### src/rtl/sensors_intf_sysid_ext_if.sv
// Avalon-MM style slave bus for the system-ID / housekeeping block.
interface sensors_intf_sysid_ext_if #(
    parameter int unsigned ADDR_W = 4
);
    logic [ADDR_W-1:0] address;
    logic              read;
    logic              write;
    logic [31:0]       writedata;
    logic [31:0]       readdata;
    logic              readdatavalid;

    modport master (
        output address, read, write, writedata,
        input  readdata, readdatavalid
    );

    modport slave (
        input  address, read, write, writedata,
        output readdata, readdatavalid
    );
endinterface

### src/rtl/sensors_intf_sysid_ext.sv
// System ID, build timestamp, 64-bit uptime with coherent HI snapshot, scratch,
// and optional per-channel rising-edge event counters (macro SYSID_EVENT_CNT_EN).
module sensors_intf_sysid_ext #(
    parameter logic [31:0] ID_VALUE  = 32'h0000_0000,
    parameter logic [31:0] TIMESTAMP = 32'd1444878925,
    parameter int unsigned NUM_CH    = 4,
    parameter int unsigned CNT_W     = 16,
    parameter int unsigned ADDR_W    = 4
) (
    input  logic                 clock,
    input  logic                 reset_n,
    sensors_intf_sysid_ext_if.slave bus,
    input  logic [NUM_CH-1:0]    event_in
);
    localparam int unsigned UPT_W = 64;

    logic [UPT_W-1:0] r_uptime;
    logic [31:0]      r_uptime_hi;
    logic [31:0]      r_scratch;
    logic             r_freeze;
    logic [31:0]      r_readdata;
    logic             r_readdatavalid;

    logic        w_rd;
    logic        w_wr;
    logic        w_clear;
    logic [31:0] w_rdata;
    logic [31:0] w_evt_rdata;
    logic [7:0]  w_cap_ch;

    // A write always wins over a simultaneous read, which is then dropped.
    assign w_rd    = bus.read & ~bus.write;
    assign w_wr    = bus.write;
    assign w_clear = w_wr && (bus.address == ADDR_W'(5)) && bus.writedata[0];

    always_comb begin
        w_rdata = '0;
        case (bus.address)
            ADDR_W'(0): w_rdata = ID_VALUE;
            ADDR_W'(1): w_rdata = TIMESTAMP;
            ADDR_W'(2): w_rdata = r_uptime[31:0];
            ADDR_W'(3): w_rdata = r_uptime_hi;
            ADDR_W'(4): w_rdata = r_scratch;
            ADDR_W'(5): w_rdata = {30'd0, r_freeze, 1'b0};
            ADDR_W'(6): w_rdata = {8'h00, 8'(CNT_W), w_cap_ch, 8'h01};
            default:    w_rdata = w_evt_rdata;
        endcase
    end

    always_ff @(posedge clock or negedge reset_n) begin
        if (!reset_n) begin
            r_uptime        <= '0;
            r_uptime_hi     <= '0;
            r_scratch       <= '0;
            r_freeze        <= 1'b0;
            r_readdata      <= '0;
            r_readdatavalid <= 1'b0;
        end else begin
            r_readdatavalid <= w_rd;
            if (w_rd) begin
                r_readdata <= w_rdata;
            end
            // LO read snapshots HI so a following address-3 read is coherent.
            if (w_rd && bus.address == ADDR_W'(2)) begin
                r_uptime_hi <= r_uptime[63:32];
            end
            if (w_clear) begin
                r_uptime <= '0;
            end else if (!r_freeze) begin
                r_uptime <= r_uptime + UPT_W'(1);
            end
            if (w_wr && bus.address == ADDR_W'(4)) begin
                r_scratch <= bus.writedata;
            end
            if (w_wr && bus.address == ADDR_W'(5)) begin
                r_freeze <= bus.writedata[1];
            end
        end
    end

    assign bus.readdata      = r_readdata;
    assign bus.readdatavalid = r_readdatavalid;

`ifdef SYSID_EVENT_CNT_EN
    logic [NUM_CH-1:0] r_event_prev;
    logic [CNT_W-1:0]  r_cnt [NUM_CH];
    logic [NUM_CH-1:0] w_edge;
    logic [NUM_CH-1:0] w_rd_clr;

    assign w_cap_ch = 8'(NUM_CH);
    assign w_edge   = event_in & ~r_event_prev;

    always_comb begin
        w_evt_rdata = '0;
        w_rd_clr    = '0;
        for (int i = 0; i < int'(NUM_CH); i++) begin
            if (bus.address == ADDR_W'(8 + i)) begin
                w_evt_rdata = 32'(r_cnt[i]);
                w_rd_clr[i] = w_rd;
            end
        end
    end

    // Clear-on-read reloads with the same-cycle edge so no event is lost.
    always_ff @(posedge clock or negedge reset_n) begin
        if (!reset_n) begin
            r_event_prev <= '0;
            for (int i = 0; i < int'(NUM_CH); i++) begin
                r_cnt[i] <= '0;
            end
        end else begin
            r_event_prev <= event_in;
            for (int i = 0; i < int'(NUM_CH); i++) begin
                if (w_rd_clr[i]) begin
                    r_cnt[i] <= CNT_W'(w_edge[i]);
                end else if (w_edge[i] && (r_cnt[i] != {CNT_W{1'b1}})) begin
                    r_cnt[i] <= r_cnt[i] + CNT_W'(1);
                end
            end
        end
    end
`else
    logic w_unused_events;

    assign w_cap_ch        = 8'h00;
    assign w_evt_rdata     = '0;
    assign w_unused_events = ^event_in;
`endif

endmodule

### src/flat_wrapper.sv
// flat-port wrapper written by rule: the top's interface ports become plain ports
module sensors_intf_sysid_ext_flat 
#(
    parameter logic [31:0] ID_VALUE  = 32'h0000_0000,
    parameter logic [31:0] TIMESTAMP = 32'd1444878925,
    parameter int unsigned NUM_CH    = 4,
    parameter int unsigned CNT_W     = 16,
    parameter int unsigned ADDR_W    = 4
)
  (clock, reset_n, event_in, bus_address, bus_read, bus_write, bus_writedata, bus_readdata, bus_readdatavalid);
  sensors_intf_sysid_ext_if #(.ADDR_W(ADDR_W)) bus_i ();
  input  logic clock;
  input  logic reset_n;
  input  logic [NUM_CH-1:0] event_in;
  input wire logic [$bits(bus_i.address)-1:0] bus_address;
  input wire logic [$bits(bus_i.read)-1:0] bus_read;
  input wire logic [$bits(bus_i.write)-1:0] bus_write;
  input wire logic [$bits(bus_i.writedata)-1:0] bus_writedata;
  output wire logic [$bits(bus_i.readdata)-1:0] bus_readdata;
  output wire logic [$bits(bus_i.readdatavalid)-1:0] bus_readdatavalid;
  assign bus_i.address = bus_address;
  assign bus_i.read = bus_read;
  assign bus_i.write = bus_write;
  assign bus_i.writedata = bus_writedata;
  assign bus_readdata = bus_i.readdata;
  assign bus_readdatavalid = bus_i.readdatavalid;
  sensors_intf_sysid_ext #(.ID_VALUE(ID_VALUE), .TIMESTAMP(TIMESTAMP), .NUM_CH(NUM_CH), .CNT_W(CNT_W), .ADDR_W(ADDR_W)) u_core (.clock(clock), .reset_n(reset_n), .bus(bus_i), .event_in(event_in));
endmodule
### config.mk
export PLATFORM = sky130hd
export DESIGN_NAME = sensors_intf_sysid_ext_flat
export DESIGN_NICKNAME = d
export VERILOG_FILES = /design/src/rtl/sensors_intf_sysid_ext_if.sv /design/src/rtl/sensors_intf_sysid_ext.sv /design/src/flat_wrapper.sv
export SDC_FILE = /design/constraint.sdc
export NUM_CORES = 1
export LEC_CHECK = 0
export CORE_MARGIN = 8
export CORE_UTILIZATION = 49
export DETAILED_ROUTE_END_ITERATION = 10
export MAX_ROUTING_LAYER = met4
export PLACE_DENSITY_LB_ADDON = 0.3
export SLEW_MARGIN = 40
export SYNTH_ARGS = -nofsm -noshare
export SYNTH_HDL_FRONTEND = slang
export SYNTH_SLANG_ARGS = --single-unit
### constraint.sdc
create_clock -name clock -period 2 [get_ports clock]
set_input_delay 0.4 -clock clock [delete_from_list [all_inputs] [get_ports clock]]
set_output_delay 0.4 -clock clock [all_outputs]
set_load 0.01 [all_outputs]
# Word level (Yosys, flattened, before mapping)

Cells that the tools add are included.

Register bits after elaboration: 162
Bits of input ports: 44
Word-level logic and storage cells: 23

Add/subtract/negate cells: 1
Eq/ne operators: 7
Mux-type cells: 3
Bitwise gates (word level): 2
Reduce and logical (&&, ||, !) cells: 4

Operators with widths:

| cell                                                             | number |
|---|---|
| 32-bit case mux with 6 select lines                              | 1 |
| 64-bit 2-to-1 mux                                                | 2 |
| 64-bit by 1-bit adder with 64-bit output (second input constant) | 1 |
| 4-bit by 3-bit == test with 1-bit output (second input constant) | 3 |
| 4-bit by 2-bit == test with 1-bit output (second input constant) | 2 |
| 4-bit by 1-bit == test with 1-bit output (second input constant) | 1 |
| 1-bit logical AND                                                | 4 |
| 2-bit != test (second input constant)                            | 1 |
| 1-bit AND                                                        | 1 |
| 1-bit NOT                                                        | 1 |

# Longest topological paths before layout

Gate-level depths: netlist (run 1).

Depth after elaboration: 4
Depth in mapped cells: 8
Mapped depth without buffers: 6

# Worst setup path before layout (run 1)

Ideal clock, no wire load.

Kind: input to register
From: input bus_address[2]
To: register u_core.r_uptime[43]
Setup time: 77 ps
Arrival: 1,908 ps
Path slack: 14 ps
Stages on the path: 8
Path through: buf_4 -> and4bb_1 -> a31o_1 -> buf_2 -> nand2_4 -> buf_6 -> or4_1 -> a21oi_1

Cells in the longest elaborated chain, start to end: 4
Elaborated cells on any way between the ends: 5
Classes of those cells: 2 x eq/ne; 1 x mux; 2 x reduce/logical

Ends and longest elaborated chain:

| item                                                         | RTL line                     | text |
|---|---|---|
| from (decl)                                                  | flat_wrapper.sv:15           | `input wire logic [$bits(bus_i.address)-1:0] bus_address;` |
| 4-bit by 3-bit == test with 1-bit output *                   | sensors_intf_sysid_ext.sv:34 | `assign w_clear = w_wr && (bus.address == ADDR_W'(5)) && bus.writedata[0];` |
| 1-bit logical AND * (2 in series)                            | sensors_intf_sysid_ext.sv:34 |  |
| 2-bit != test (no line) or 64-bit 2-to-1 mux (tied branches) | -                            |  |
| to (signal assigned)                                         | sensors_intf_sysid_ext.sv:70 | `r_uptime <= r_uptime + UPT_W'(1);` |
| to (decl)                                                    | sensors_intf_sysid_ext.sv:17 | `logic [UPT_W-1:0] r_uptime;` |

Mark *: on every way between the ends. The rest lies on a longest branch, timed or not.
A chain may end at the register's enable or synchronous reset.

# Final worst setup path (run 1)

From: register u_core.r_uptime[0]
To: register u_core.r_uptime[60]

Cells in the longest elaborated chain, start to end: 3

Ends and longest elaborated chain:

| item                                     | RTL line                     | text |
|---|---|---|
| 64-bit by 1-bit adder with 64-bit output | sensors_intf_sysid_ext.sv:70 |  |
| 64-bit 2-to-1 mux                        | sensors_intf_sysid_ext.sv:69 | `end else if (!r_freeze) begin` |
| 64-bit 2-to-1 mux                        | sensors_intf_sysid_ext.sv:67 | `if (w_clear) begin` |

Every way passes these cells. The select of a mux whose other input is x is not followed.

==> flow_summary.json, run 1 <==
{
  "cts_buffer_depth": 2,
  "post_drt_wl_per_cell_um": 20.48,
  "status": "finished, violations left",
  "gp_congestion": 0.9492,
  "clk_latency_ps": 420,
  "postRouteAntennaNets": 0,
  "cts_tree": "built",
  "syn-instance-count": 712,
  "crit_path_max_fanout": 7,
  "nFillCells": 1122,
  "ys_seq_area_frac": 0.5241,
  "setup_viol": 26,
  "io_pins": 77,
  "clock_sinks": 162,
  "cp.required_ps": 2350,
  "yosysWarnings": 0,
  "cp_data_arrival_time_ps": 2500,
  "avgSynthCellArea_um2": 10.86,
  "fp.dieH_um": 141.6,
  "worstMarginPinSlew_ps": 585.2,
  "async_reset_ff_frac": 1.000,
  "crit_end": "u_core.r_uptime[60]$_DFFE_PN0P_",
  "worst_setup_path_end_kind": "register",
  "port_buffers": 72,
  "routed_via_density": 6.051,
  "numCtsBuffers": 17,
  "fin_crit_ps": 2140,
  "synth-seq-cells": 162,
  "powerDensity_nw_per_um2": 817.3,
  "vias": 6953,
  "drc_errors": 0,
  "antenna_cells": 0,
  "drive_above_1_share": 0.3462,
  "violations": "negative setup slack",
  "post-route-util": 0.6837,
  "r2r_slack_ps": -140,
  "drt_iter0_markers": 656,
  "dpl_cell_area_um2": 9594,
  "first_global_vias": 6823,
  "synth_edf_count": 0,
  "criticalPathCategory": "register to register",
  "grt_max_degree": 56,
  "area_delta_synth_final_pct": 38.37,
  "skew_ps": 6.358,
  "die_area_um2": 20060,
  "fmax_mhz": 467.2,
  "fin_area_um2": 10700,
  "drv_slew": 0,
  "synth_flop_cell": "dfrtp_1",
  "rr_startpoint": "u_core.r_uptime[0]$_DFFE_PN0P_",
  "multiInputGateArea_um2": 3744,
  "syn_nets": 757,
  "finalHoldViolCount": 0,
  "fin_setup_tns_ps": -1731,
  "wirelength_um": 23530,
  "antenna_found_initial": 0,
  "core_um2": 15660,
  "chipWidth_um": 141.6,
  "clk_pin_slew_worst_paths_ps": 60,
  "r2r-end": "u_core.r_uptime[60]$_DFFE_PN0P_",
  "fin_ws_ps": -140.3,
  "root_buffer": "clkbuf_16",
  "regArea_um2": 4055,
  "worst_hold_slack_ps": 484.7,
  "start_util": 0.4941,
  "min_path_cells": 2,
  "total_power_mw": 8.748,
  "cap_violations": 0,
  "vdd_ir_drop_max_mv": 0.6267,
  "max_slew_margin": 0.6099,
  "grt_usage": 0.2348,
  "rsz0062_at_grt": "yes",
  "synth.distinct_cells": 55,
  "hp-class": "register to register",
  "cts-htree-levels": 4,
  "layout.nets": 969,
  "grt_first_pass_wirelength_um": 35780,
  "leakagePower_nw": 4.769,
  "dp_hpwl_um": 16190,
  "overflow": 0,
  "first_pass_iters": 5,
  "rows": 46,
  "start_kind": "register",
  "critPathLaunch": "u_core.r_uptime[0]$_DFFE_PN0P_",
  "syn_area_um2": 7735,
  "ff2ff_path_depth": 7,
  "timing.final.crit_share": 1.070
}
## worst max-delay path: stages (launching register included)
cell     delay (ps)
dfrtp_1         370
ha_2            220
nand4_1         150
nor4_4          310
buf_6           190
nand4_4         150
or4_4           560
a21oi_2         130
## placed cells by master, fill, tap and decap left out, types with 18 or more instances in the layout
master,count
o21ai_0,38
a21oi_1,23
nand4_1,25
nor2_1,35
buf_4,145
nand3_1,33
nand2_1,57
clkdlybuf4s50_1,71
a21oi_2,18
dfrtp_1,161
mux2_2,58
## flip-flops by register name, summed over array words and instances (netlist names)
signal / flops
u_core.r_scratch: 32
u_core.r_uptime_hi: 32
u_core.r_freeze: 1
u_core.bus.readdata: 32
u_core.bus.readdatavalid: 1
u_core.r_uptime: 64
## layer usage
layer  up-vias  track usage  wire length [µm]
met5         -            -                 0
met4         0      0.08366               629
met3        65      0.05578              1850
li1       3076            -                 -
met2       319       0.3690             11370
met1      3493       0.2925              9678
## layout make-up
| cell class | instances | area share |
|---|---|---|
| timing repair buffer | 236 | 0.1938 |
| inverter | 13 | 0.004559 |
| sequential | 162 | 0.3789 |
| tap | 216 | 0.02525 |
| clock inverter | 5 | 0.003040 |
| clock buffer | 23 | 0.04466 |
| multi-input combinational | 494 | 0.3498 |
## power breakdown
group | switching (mW) | internal (mW) | leakage (nW)
combinational | 0.897 | 0.969 | 2.36
sequential | 0.336 | 3.67 | 2.15
clock | 1.23 | 1.65 | 0.255
total | 2.46 | 6.29 | 4.77
## cell families (layout without fill, tap and decap cells)
group / after synthesis / after routing / synth area share
fa+ha+maj: 1 / 1 / 0.001617
simple gates: 252 / 252 / 0.1936
xor+xnor: 24 / 24 / 0.02718
buf+inv: 56 / 277 / 0.03332
compound gates: 154 / 154 / 0.1288
mux: 63 / 63 / 0.09139
flops: 162 / 162 / 0.5241
## synthesized netlist by cell type (2+ instances only)
cell type  number  area (µm²)
nor3_1          9       45.04
nor2_1         35       131.4
or3_1          28       175.2
a22o_1         15       131.4
clkbuf_8        2       27.53
nand2b_1        3       18.77
inv_1          13       48.80
and4_1          2       17.52
a21oi_1        41       205.2
nand4_4         3       63.81
buf_4           2       15.01
or4_1          11       82.58
nand3_2         2       20.02
o31ai_1        11       82.58
xnor2_1        13       113.9
mux2i_1         2       20.02
nand4b_1        3       26.28
buf_2           4       20.02
buf_6           2       22.52
a22oi_1        15       112.6
nand4_1        25       156.4
buf_1           4       15.01
xor2_1         11       96.34
nand3_1        35       175.2
mux2_2         58       653.1
dfrtp_1       162        4054
nor4_2          4       50.05
mux2_1          3       33.78
nand4_2         5       62.56
and2_1          4       25.02
a31o_2          2       17.52
a222oi_1       16       160.2
nand3b_1        2       15.01
o21ai_0        49       245.2
and3_1          7       43.79
nor4_1          5       31.28
nand2_1        57       214.0
clkbuf_1       29       108.9
nor4_4          2       42.54
## timing repair
item / in CTS / in global routing
gates cloned: 1 / 3
setup buffers: 11 / 20
pin swaps: 11 / 43
resized for setup: 17 / 63
hold buffers: 1 / 0
setup endpoints to repair: 17 / 33
endpoints found under the hold margin: 50 / 0
## per-stage QoR
stage               setup slack (ps)  std cells
floorplan                      14.15        712
global placement              -449.1       1085
detailed placement            -484.6       1085
CTS                           -35.50       1126
global route                  -221.3       1149
finish                        -140.3       1149
## worst min-delay path by stage
stage | slack, ps | from | to
floorplan | 100 | reset_n | u_core.bus.readdata[0]$_DFFE_PN0P_
detailed placement | 410 | reset_n | u_core.r_uptime_hi[8]$_DFFE_PN0P_
CTS | 490 | u_core.bus.readdata[29]$_DFFE_PN0P_ | u_core.bus.readdata[29]$_DFFE_PN0P_
global placement | 410 | reset_n | u_core.r_uptime_hi[7]$_DFFE_PN0P_
finish | 480 | u_core.bus.readdata[22]$_DFFE_PN0P_ | u_core.bus.readdata[22]$_DFFE_PN0P_
global route | 510 | u_core.bus.readdata[29]$_DFFE_PN0P_ | u_core.bus.readdata[29]$_DFFE_PN0P_
No activity file was read; power rests on OpenSTA's default activity.
==> inputs of run 2 (changes only) <==
--- a/config.mk
+++ b/config.mk
@@ -5,6 +5,7 @@
 export SDC_FILE = /design/constraint.sdc
 export NUM_CORES = 1
 export LEC_CHECK = 0
+export CORE_ASPECT_RATIO = 2
 export CORE_MARGIN = 8
 export CORE_UTILIZATION = 49
 export DETAILED_ROUTE_END_ITERATION = 10
==> constraint.sdc (replaced) <==
create_clock -name clock -period 2.7 [get_ports clock]
set_input_delay 0.54 -clock clock [delete_from_list [all_inputs] [get_ports clock]]
set_output_delay 0.54 -clock clock [all_outputs]
set_load 0.01 [all_outputs]
==> run 2 against run 1 <==
  * Power fell by 28%
  * Sequential cell count did not move
  * Critical endpoint is now u_core.r_uptime[59]$_DFFE_PN0P_
  * Sequential power fell by 23%
  * Largest power group unchanged
  * Die area rose by 1.2%
  * First-iteration DRC count fell by 22%
  * The flow now finishes without violations
  * Clock skew rose by 4.1 ps
  * Core utilization fell by 8.3 points
  * Design area fell by 12%
==> flow_summary.json, run 2 (synthesized netlist as in run 1, its figures left out) <==
{
  "status": "completed",
  "worst_hold_slack_ps": 43.06,
  "die_area_um2": 20310,
  "clk_latency_ps": 430,
  "setup_viol": 0,
  "final_cell_mix": "dfrtp_1, clkdlybuf4s50_1, mux2_2",
  "cp_data_arrival_time_ps": 2780,
  "holdBufCountCts": 0,
  "pre_cts_slack_ps": 51.42,
  "worstMarginPinSlew_ps": 577.0,
  "leakagePower_nw": 4.006,
  "root_buffer": "clkbuf_16",
  "start_util": 0.4954,
  "grt_usage": 0.2049,
  "grt_max_degree": 72,
  "fin_crit_ps": 2429,
  "worst_path_max_delay_cell": "or4_1",
  "fin_setup_tns_ps": 0,
  "cp.required_ps": 3050,
  "post_drt_wl_per_cell_um": 19.58,
  "drt_iter0_markers": 513,
  "criticalPathCategory": "register to register",
  "first_pass_iters": 5,
  "final_common_cell": "dfrtp_1",
  "top_usage_layer": "met2",
  "fmax_mhz": 411.8,
  "antenna_found_initial": 0,
  "overflow": 0,
  "cap_violations": 0,
  "postRouteAntennaNets": 0,
  "cts_setup_buffers": 0,
  "ff2ff_path_depth": 5,
  "worst_setup_path_end_kind": "register",
  "crit_path_max_fanout": 15,
  "multiInputGateArea_um2": 3438,
  "cts_tree": "built",
  "vias": 6149,
  "use_met1": 0.2385,
  "grt_first_pass_wirelength_um": 32490,
  "chipWidth_um": 104.8,
  "fp.dieH_um": 193.7,
  "rsz0062_at_grt": "no",
  "core_um2": 15620,
  "start_kind": "register",
  "io_pins": 77,
  "clk_pin_slew_worst_paths_ps": 60,
  "layout.nets": 838,
  "cp.depth": 5,
  "cts_buffer_depth": 2,
  "timing.final.crit_share": 0.8995,
  "drc_errors": 0,
  "regArea_um2": 4054,
  "hp-class": "primary input to async pin",
  "clock_sinks": 162,
  "antenna_cells": 0,
  "drive_above_1_share": 0.1861,
  "rows": 65,
  "wirelength_um": 19710,
  "port_buffers": 72,
  "dp_hpwl_um": 13940,
  "fin_ws_ps": 271.3,
  "path_cells": "nand4_4, nor4_4, nand4_2, or4_1, a21oi_1",
  "powerDensity_nw_per_um2": 669.0,
  "nFillCells": 1349,
  "critPathTopFamily": "simple AND/OR/NAND/NOR gates",
  "use_met2": 0.3292,
  "cp_num_buf_inv": 0,
  "routed_via_density": 6.106,
  "met3_usage": 0.04461,
  "drv_slew": 0,
  "max_slew_margin": 0.6121,
  "finalHoldViolCount": 0,
  "critPathMaxStageDelay_ps": 590,
  "area_delta_synth_final_pct": 21.27,
  "vdd_ir_drop_max_mv": 0.4409,
  "largest_reg_flops": 64,
  "first_global_vias": 6317,
  "skew_ps": 10.42,
  "cts-htree-levels": 4,
  "numCtsBuffers": 17,
  "regMostFlops": "u_core.r_uptime",
  "cts_resized": 0,
  "gp_congestion": 0.8660
}
-- run 2: cell type report --
type	count	share of cell area
flip-flops and latches	162	0.4322
multi-input cells	494	0.3665
well taps	201	0.02681
clock buffers	18	0.04575
inverters	13	0.005202
clock inverters	14	0.01614
repair buffers	105	0.1074
-- run 2: report_power, final --
group | switching, mW | leakage [nW] | internal (mW)
logic | 0.400 | 1.57 | 0.405
registers | 0.366 | 2.15 | 2.71
clock network | 1.02 | 0.282 | 1.37
-- run 2: layer usage --
layer / part of all wire / routed length (µm)
met3: 0.055 / 1092
met2: 0.51 / 10030
met5: 0 / 0
met1: 0.41 / 8036
met4: 0.028 / 558
-- run 2: stage by stage --
step	cells	total power, mW	utilization	cell area (µm²)
floorplan	712	3.542	-	7735
global placement	975	3.867	0.5635	8800
detailed placement	975	3.910	0.5635	8800
CTS	1007	6.318	0.6007	9380
global route	1007	6.552	0.6007	9380
finish	1007	6.276	0.6007	9380
-- run 2: final timing paths --
kind                                               startpoint                                  to  slack [ps]
setup reg to reg               u_core.r_uptime[3]$_DFFE_PN0P_     u_core.r_uptime[59]$_DFFE_PN0P_         270
hold reg to reg            u_core.bus.readdata[5]$_DFFE_PN0P_  u_core.bus.readdata[5]$_DFFE_PN0P_         490
hold / removal                                        reset_n    u_core.r_scratch[11]$_DFFE_PN0P_          40
setup / recovery               u_core.r_uptime[3]$_DFFE_PN0P_     u_core.r_uptime[59]$_DFFE_PN0P_         270
max in group asynchronous                             reset_n     u_core.r_uptime[56]$_DFFE_PN0P_        1920
min in group clock         u_core.bus.readdata[5]$_DFFE_PN0P_  u_core.bus.readdata[5]$_DFFE_PN0P_         490
